--- src/rtl/sdp_ram_fifo_ctrl_if.sv ---
// rtl/sdp_ram_fifo_ctrl_if.sv - push/pop and RAM-control bundle for sdp_ram_fifo_ctrl
interface sdp_ram_fifo_ctrl_if #(
   parameter int DW = 8,
   parameter int AW = 8
);
   logic          clr;
   logic          push;
   logic [DW-1:0] push_data;
   logic          pop;
   logic [DW-1:0] pop_data;
   logic          pop_valid;
   logic          full;
   logic          empty;
   logic          almost_full;
   logic [AW:0]   count;
   logic          overflow;
   logic          underflow;
   logic          ram_ce;
   logic          ram_we;
   logic          ram_re;
   logic [AW-1:0] ram_adr_a;
   logic [AW-1:0] ram_adr_b;
   logic [DW-1:0] ram_din;
   logic [DW-1:0] ram_dout;

   // Parent side: producer/consumer plus the external RAM read data
   modport master (
      output clr, push, push_data, pop, ram_dout,
      input  pop_data, pop_valid, full, empty, almost_full, count,
             overflow, underflow, ram_ce, ram_we, ram_re,
             ram_adr_a, ram_adr_b, ram_din
   );

   modport slave (
      input  clr, push, push_data, pop, ram_dout,
      output pop_data, pop_valid, full, empty, almost_full, count,
             overflow, underflow, ram_ce, ram_we, ram_re,
             ram_adr_a, ram_adr_b, ram_din
   );
endinterface

--- src/rtl/sdp_ram_fifo_ctrl.sv ---
// rtl/sdp_ram_fifo_ctrl.sv - circular-buffer FIFO controller for an external simple dual-port RAM
module sdp_ram_fifo_ctrl #(
   parameter int DW       = 8,
   parameter int AW       = 8,
   parameter int AF_LEVEL = (2**AW) - 2
) (
   input logic                clk,
   input logic                nrst,
   sdp_ram_fifo_ctrl_if.slave f
);
   localparam int          DEPTH   = 2**AW;
   localparam logic [AW:0] DEPTH_C = (AW+1)'(DEPTH);
   localparam logic [AW:0] AF_C    = (AW+1)'(AF_LEVEL);

   logic [AW-1:0] wptr;
   logic [AW-1:0] rptr;
   logic [AW:0]   count_q;
   logic [AW:0]   count_nxt;
   logic          pop_valid_q;
   logic          overflow_q;
   logic          underflow_q;
   logic          full_w;
   logic          empty_w;
   logic          push_acc;
   logic          pop_acc;

   assign full_w  = (count_q == DEPTH_C);
   assign empty_w = (count_q == '0);

   // Gating with nrst keeps every RAM strobe low while reset is held,
   // even though the register flags already read as empty.
   assign push_acc = nrst & f.push & ~full_w  & ~f.clr;
   assign pop_acc  = nrst & f.pop  & ~empty_w & ~f.clr;

   always_comb begin
      count_nxt = count_q;
      case ({push_acc, pop_acc})
         2'b10:   count_nxt = count_q + 1'b1;
         2'b01:   count_nxt = count_q - 1'b1;
         default: count_nxt = count_q;
      endcase
   end

   always_ff @(posedge clk or negedge nrst) begin
      if (!nrst) begin
         wptr        <= '0;
         rptr        <= '0;
         count_q     <= '0;
         pop_valid_q <= 1'b0;
         overflow_q  <= 1'b0;
         underflow_q <= 1'b0;
      end else if (f.clr) begin
         wptr        <= '0;
         rptr        <= '0;
         count_q     <= '0;
         pop_valid_q <= 1'b0;
         overflow_q  <= 1'b0;
         underflow_q <= 1'b0;
      end else begin
         if (push_acc)
            wptr <= wptr + 1'b1;
         if (pop_acc)
            rptr <= rptr + 1'b1;
         count_q     <= count_nxt;
         pop_valid_q <= pop_acc;
         if (f.push && full_w)
            overflow_q <= 1'b1;
         if (f.pop && empty_w)
            underflow_q <= 1'b1;
      end
   end

   assign f.ram_we      = push_acc;
   assign f.ram_re      = pop_acc;
   assign f.ram_ce      = push_acc | pop_acc;
   assign f.ram_adr_a   = wptr;
   assign f.ram_adr_b   = rptr;
   assign f.ram_din     = f.push_data;

   assign f.pop_data    = f.ram_dout;
   assign f.pop_valid   = pop_valid_q;
   assign f.full        = full_w;
   assign f.empty       = empty_w;
   assign f.almost_full = (count_q >= AF_C);
   assign f.count       = count_q;
   assign f.overflow    = overflow_q;
   assign f.underflow   = underflow_q;
endmodule

--- src/flat_wrapper.sv ---
// flat-port wrapper written by rule: the top's interface ports become plain ports
module sdp_ram_fifo_ctrl_flat 
#(
   parameter int DW       = 8,
   parameter int AW       = 8,
   parameter int AF_LEVEL = (2**AW) - 2
)
  (clk, nrst, f_clr, f_push, f_push_data, f_pop, f_ram_dout, f_pop_data, f_pop_valid, f_full, f_empty, f_almost_full, f_count, f_overflow, f_underflow, f_ram_ce, f_ram_we, f_ram_re, f_ram_adr_a, f_ram_adr_b, f_ram_din);
  sdp_ram_fifo_ctrl_if #(.DW(DW), .AW(AW)) f_i ();
  input logic clk;
  input logic nrst;
  input wire logic [$bits(f_i.clr)-1:0] f_clr;
  input wire logic [$bits(f_i.push)-1:0] f_push;
  input wire logic [$bits(f_i.push_data)-1:0] f_push_data;
  input wire logic [$bits(f_i.pop)-1:0] f_pop;
  input wire logic [$bits(f_i.ram_dout)-1:0] f_ram_dout;
  output wire logic [$bits(f_i.pop_data)-1:0] f_pop_data;
  output wire logic [$bits(f_i.pop_valid)-1:0] f_pop_valid;
  output wire logic [$bits(f_i.full)-1:0] f_full;
  output wire logic [$bits(f_i.empty)-1:0] f_empty;
  output wire logic [$bits(f_i.almost_full)-1:0] f_almost_full;
  output wire logic [$bits(f_i.count)-1:0] f_count;
  output wire logic [$bits(f_i.overflow)-1:0] f_overflow;
  output wire logic [$bits(f_i.underflow)-1:0] f_underflow;
  output wire logic [$bits(f_i.ram_ce)-1:0] f_ram_ce;
  output wire logic [$bits(f_i.ram_we)-1:0] f_ram_we;
  output wire logic [$bits(f_i.ram_re)-1:0] f_ram_re;
  output wire logic [$bits(f_i.ram_adr_a)-1:0] f_ram_adr_a;
  output wire logic [$bits(f_i.ram_adr_b)-1:0] f_ram_adr_b;
  output wire logic [$bits(f_i.ram_din)-1:0] f_ram_din;
  assign f_i.clr = f_clr;
  assign f_i.push = f_push;
  assign f_i.push_data = f_push_data;
  assign f_i.pop = f_pop;
  assign f_i.ram_dout = f_ram_dout;
  assign f_pop_data = f_i.pop_data;
  assign f_pop_valid = f_i.pop_valid;
  assign f_full = f_i.full;
  assign f_empty = f_i.empty;
  assign f_almost_full = f_i.almost_full;
  assign f_count = f_i.count;
  assign f_overflow = f_i.overflow;
  assign f_underflow = f_i.underflow;
  assign f_ram_ce = f_i.ram_ce;
  assign f_ram_we = f_i.ram_we;
  assign f_ram_re = f_i.ram_re;
  assign f_ram_adr_a = f_i.ram_adr_a;
  assign f_ram_adr_b = f_i.ram_adr_b;
  assign f_ram_din = f_i.ram_din;
  sdp_ram_fifo_ctrl #(.DW(DW), .AW(AW), .AF_LEVEL(AF_LEVEL)) u_core (.clk(clk), .nrst(nrst), .f(f_i));
endmodule
--- config.mk ---
export PLATFORM = sky130hd
export DESIGN_NAME = sdp_ram_fifo_ctrl_flat
export DESIGN_NICKNAME = d
export VERILOG_FILES = /design/src/rtl/sdp_ram_fifo_ctrl_if.sv /design/src/rtl/sdp_ram_fifo_ctrl.sv /design/src/flat_wrapper.sv
export SDC_FILE = /design/constraint.sdc
export NUM_CORES = 1
export LEC_CHECK = 0
export CAP_MARGIN = 20
export CORE_MARGIN = 8
export CORE_UTILIZATION = 44
export CTS_CLUSTER_DIAMETER = 100
export CTS_CLUSTER_SIZE = 14
export DETAILED_ROUTE_END_ITERATION = 16
export PLACE_DENSITY = 0.81
export SLEW_MARGIN = 10
export SYNTH_ARGS = -nofsm -noshare
export SYNTH_HDL_FRONTEND = slang
export SYNTH_SLANG_ARGS = --single-unit
--- constraint.sdc ---
create_clock -name clk -period 4.68 [get_ports clk]
set_input_delay 0.936 -clock clk [delete_from_list [all_inputs] [get_ports clk]]
set_output_delay 0.936 -clock clk [all_outputs]
set_load 0.005 [all_outputs]
[Yosys cells after proc, flatten, opt, wreduce, memory -nomap -nowiden]
Index checks and enable logic that the tools add are counted.
Cells by class
  bitwise logic cells: 10
  reductions and logical operators: 8
  order comparisons: 1
  eq/ne operators: 3
  $add $sub $neg: 4
  muxes and demuxes: 11
Operators by type and width (count)
  $mux 8: 4
  $pmux 9 s2: 1
  $add 8x1->8 const B: 2
  $add 9x1->9 const B: 1
  $eq 9x9->1 const B: 1
  $ge 9x8->1 const B: 1
  $logic_not 9->1: 1
  $mux 9: 1
  $sub 9x1->9 const B: 1
  $reduce_bool 2->1: 4
  $and 1x1->1: 6
  $mux 1: 5
  $not 1->1: 3
  $reduce_bool 3->1: 1
  $eq 2x1->1 const B: 1
  $eq 2x2->1 const B: 1
  $logic_and 1x1->1: 2
  $or 1x1->1: 1
Storage, ports and cells
  flip-flop bits (word level): 28
  output and inout bits: 50
  bits of input ports: 21
  logic and storage cells: 43

[Longest topological paths before layout]
  depth after elaboration: 7
  gate-level depth with buffers: 10
  mapped depth without buffers: 9

[Worst setup path after synthesis]
Ideal clock, no wire load.
  path type: input to register
  start point: in nrst
  end point: reg u_core.count_q[7], in the netlist u_core.f.count[7]
  stages on the path: 10
  path slack: 1.284 ns
  arrival: 3.286 ns
  setup time: 0.110 ns
  required time: 4.570 ns
  path buffers: 1
  path through: nand2_1 a31oi_1 clkbuf_1 nor3_1 ha_1 a21o_1 a311o_1 o211ai_1 nor2_1 o41ai_1
On the way
  cells in the longest elaborated chain, start to end: 6
  elaborated cells on any way between the ends: 11
  classes of those cells: 2 x eq/ne; 2 x mux; 6 x bitwise; 1 x reduce/logical
RTL lines
  start, declared: line flat_wrapper.sv:11  | input logic nrst;
  $and 1x1->1, on equally long branches (3 in series): line sdp_ram_fifo_ctrl.sv:33, sdp_ram_fifo_ctrl.sv:32
  $eq 2x1->1 / $eq 2x2->1 (equally long branches): line sdp_ram_fifo_ctrl.sv:37  | case ({push_acc, pop_acc})
  $pmux 9 s2: line sdp_ram_fifo_ctrl.sv:37
  $mux 9: line sdp_ram_fifo_ctrl.sv:52  | end else if (f.clr) begin
  end signal, assigned: line sdp_ram_fifo_ctrl.sv:64  | count_q <= count_nxt;
  end, declared: line sdp_ram_fifo_ctrl.sv:17  | logic [AW:0] count_q;
Parallel ways exist; a longest one is shown, timed or not.
A chain may end at the register's enable or synchronous reset.

[Worst setup path after layout]
  start point: in nrst
  end point: out f_ram_ce
On the way
  cells in the longest elaborated chain, start to end: 4
  elaborated cells on any way between the ends: 7
  classes of those cells: 7 x bitwise
RTL lines
  $and 1x1->1, on equally long branches (3 in series): line sdp_ram_fifo_ctrl.sv:32, sdp_ram_fifo_ctrl.sv:33
  $or 1x1->1 *: line sdp_ram_fifo_ctrl.sv:75  | assign f.ram_ce = push_acc | pop_acc;
  end, declared: line flat_wrapper.sv:25  | output wire logic [$bits(f_i.ram_ce)-1:0] f_ram_ce;
Every way passes the cells marked *; elsewhere a longest branch is shown, timed or not.

==> summary.md <==
| Metric | Value |
|---|---|
| DRT Wirelength | `4310 microns` |
| Via Count | `1504` |
| Pwr Density | `259 mW/mm^2` |
| XOR/XNOR share of the synthesized area | `8.32%` |
| Placed inst area | `0.00212 sq mm` |
| Final Slew Violations | `0` |
| P&R area growth vs syn | `22.6%` |
| Worst Path Arrival | `2.77 ns` |
| Max FO, Critical Path | `19` |
| Largest cells by area after synthesis | `dfrtp_1 39%, buf_4 6.7%, nor2_1 6.5%, ha_1 6.3%, xor2_1 4.9%` |
| Slew @ Worst Pin | `0.661 ns` |
| Postcts setup bufs | `0` |
| P_leak | `1.02 nW` |
| Drt first pass iters | `4` |
| GR Overflow Total | `0` |
| FF+latch count, synth | `28` |
| Cell area after synthesis | `0.00179 sq mm` |
| Mux share of post-synthesis cell area | `3.98%` |
| Max Fclk | `270 MHz` |
| Pre-CTS setup slack | `0.703 ns` |
| IO Pins | `71` |
| Largest family of logic cells by synthesized area | `simple AND/OR/NAND/NOR gates` |
| Per-cell routed wire length | `16.2 microns` |
| Worst vdd ir | `122 uV` |
| Simple-gate share of the synthesized area | `19.1%` |
| Antenna Cells | `0` |
| Syn Nets | `222` |
| Core Region | `0.00397 sq mm` |
| Fin area | `0.00219 sq mm` |
| Setup crit end kind | `output pin` |
| Area share of fa/ha/maj cells after synthesis | `7.41%` |
| Max Buffers Root-to-Sink | `2` |
| Yosys top cell by area | `dfrtp_1` |
| Hold slack final | `0.505 ns` |
| Fraction of layout instances using a drive strength above 1 | `6.94%` |
| Hold Path Class | `register to register` |
| Worst setup margin | `0.974 ns` |
| Input/output buffers | `38` |
| Result of the run | `completed` |
| RSZ-0062 raised after global routing | `false` |
| Global Route Usage Sum | `13.9%` |
| Rows | `23` |
| Clock Sinks | `28` |
| Die H | `79.8 microns` |
| Clock slew at reported path FFs | `0.10 ns` |
| Final Cycle Share | `79.2%` |
| Post-Synthesis Cells | `191` |
| CTS tree | `done` |
| Root Buffer | `clkbuf_8` |
| Final Hold Violating Endpoints | `0` |
| Pin count of the biggest net entering global routing | `33` |
| Final GP Congestion | `0.811` |
| Startpoint types | `primary input` |
| Post-route minimum period | `3.71 ns` |
| Die footprint | `0.00637 sq mm` |
| Synth warnings | `0` |
| Syn avg cell area | `9.37 sq um` |
| Nets | `248` |
| Worst Clk Skew | `0.00181 ns` |
| Antenna Nets Post-Route | `0` |
| H-tree depth | `1` |
| Number of global-route vias before repair | `1614` |
| Synth Area in Compound Gates | `13.0%` |
| Die width | `79.8 microns` |
| Final Util | `55.3%` |
| Worst skew pair latency | `0.28 ns` |
| Via density | `5.65` |
| DRT iter0 DRCs | `68` |
| Antenna violations before repair | `0` |
| Sum Neg Setup Slack | `0 ns` |
| Max-capacitance violation count | `0` |
| Num CTS Buffers | `3` |
| First-pass GRT wire length | `7300 microns` |
| Cells resized by post-CTS repair | `0` |
| Critical Path RT | `3.74 ns` |
| Crit Path Category | `primary input to output pin` |
| Top-area cell type share of the netlist area | `39.1%` |
| Max transition margin | `56.0%` |
| Seq/Total Area, Yosys | `39.1%` |
| Count of cell types in the netlist | `39` |
| Final setup viols | `0` |
| HPWL Detailed | `3190 microns` |
| Initial Util | `45.1%` |
| DRC viols | `0` |
| Hold_buf cts | `0` |
[power by group]
group / internal (mW) / switching, mW / leakage [nW] / total (mW)
Clock: 0.115 / 0.0798 / 0.0357 / 0.194
Combinational: 0.0565 / 0.0558 / 0.593 / 0.112
Sequential: 0.250 / 0.0117 / 0.388 / 0.262
[flip-flops by register name, indices dropped and copies added, names as in the netlist]
register / flops
u_core.f.underflow: 1
u_core.f.count: 9
u_core.f.ram_adr_a: 8
u_core.f.pop_valid: 1
u_core.f.ram_adr_b: 8
u_core.f.overflow: 1
[metrics by stage]
stage	std cells	power, mW
after detailed placement	262	0.379
after global placement	262	0.376
final	266	0.568
after CTS	266	0.573
after floorplan	191	0.336
after global routing	266	0.594
[critical path: stages]
cell	delay (ns)
clkdlybuf4s50_1	0.50
buf_4	0.26
nand2_1	0.10
a31oi_1	0.14
buf_4	0.16
nor2_1	0.05
nor2_1	0.09
clkdlybuf4s50_1	0.52
[metal layers]
metal  up-vias  global-route usage (%)  wire length [microns]
met5         -                       0                      0
met4         0                    4.00                     42
met3         7                    4.50                    350
met2        47                    24.1                   2100
met1       735                    15.9                   1820
li1        715                       -                      -
[path summary, 6_finish.rpt]
path / to / cells after the start / slack (ns) / start
worst max-delay path: f_ram_ce / 8 / 0.97 / nrst
worst min-delay path: u_core.f.underflow / 2 / 0.50 / u_core.f.underflow
worst max register to register: u_core.f.count[8] / 11 / 1.45 / u_core.f.count[4]
worst min register to register: u_core.f.underflow / 2 / 0.50 / u_core.f.underflow
max in group asynchronous: u_core.f.ram_adr_a[0] / 2 / 3.45 / nrst
min in group asynchronous: u_core.f.overflow / 2 / 1.01 / nrst
[cells in the mapped netlist]
| library cell | number |
|---|---|
| nor2_1 | 31 |
| dfrtp_1 | 28 |
| buf_4 | 16 |
| a21oi_1 | 10 |
| nand2_1 | 10 |
| xor2_1 | 10 |
| ha_1 | 9 |
| nand4_1 | 7 |
| nor3_1 | 7 |
| xnor2_1 | 7 |
| mux2i_1 | 6 |
| a21o_1 | 5 |
| and3_1 | 4 |
| clkbuf_1 | 4 |
| nand3_1 | 3 |
| o21ai_0 | 3 |
| a211o_1 | 2 |
| a31o_2 | 2 |
| a31oi_1 | 2 |
| inv_1 | 2 |
| nand3b_1 | 2 |
| nor4_1 | 2 |
| o211ai_1 | 2 |
| or4_1 | 2 |
| a311o_1 | 1 |
| a32oi_1 | 1 |
| buf_1 | 1 |
| buf_2 | 1 |
| buf_6 | 1 |
| fa_1 | 1 |
| mux2_2 | 1 |
| nor4b_1 | 1 |
| o2111ai_2 | 1 |
| o21bai_1 | 1 |
| o311ai_0 | 1 |
| o31a_1 | 1 |
| o41ai_1 | 1 |
| or3_1 | 1 |
| or4_4 | 1 |
[cells by family after synthesis]
kind of cell             Yosys count
flip-flops                        28
AND/OR/NAND/NOR                   71
AO/OA/AOI/OAI                     33
buffers and inverters             25
adder cells (fa/ha/maj)           10
XOR/XNOR                          17
multiplexers                       7
[cells in the final DEF (no fill, tap or decap), types with 2 or more instances in the layout]
| cell type | instances |
|---|---|
| clkbuf_8 | 3 |
| a211o_1 | 2 |
| a31o_2 | 2 |
| o211ai_1 | 2 |
| nor4_1 | 2 |
| a31oi_1 | 2 |
| or4_1 | 2 |
| nand2_1 | 10 |
| dfrtp_1 | 28 |
| a21o_1 | 5 |
| o21ai_0 | 3 |
| and3_1 | 4 |
| inv_1 | 2 |
| nor3_1 | 7 |
| nand3_1 | 3 |
| a21oi_1 | 10 |
| mux2i_1 | 6 |
| xor2_1 | 10 |
| xnor2_1 | 7 |
| ha_1 | 9 |
| buf_4 | 6 |
| clkdlybuf4s50_1 | 38 |
| nand4_1 | 7 |
| nor2_1 | 31 |
| nand3b_1 | 2 |
[cell type report]
class	instances	area (sq um)
clock inverters	1	30.0
fillers	379	1780
flip-flops and latches	28	701
well taps	50	62.6
clock buffers	3	41.3
inverters	2	7.51
multi-input cells	138	927
repair buffers	44	425
Power figures use the tool's default switching activity.
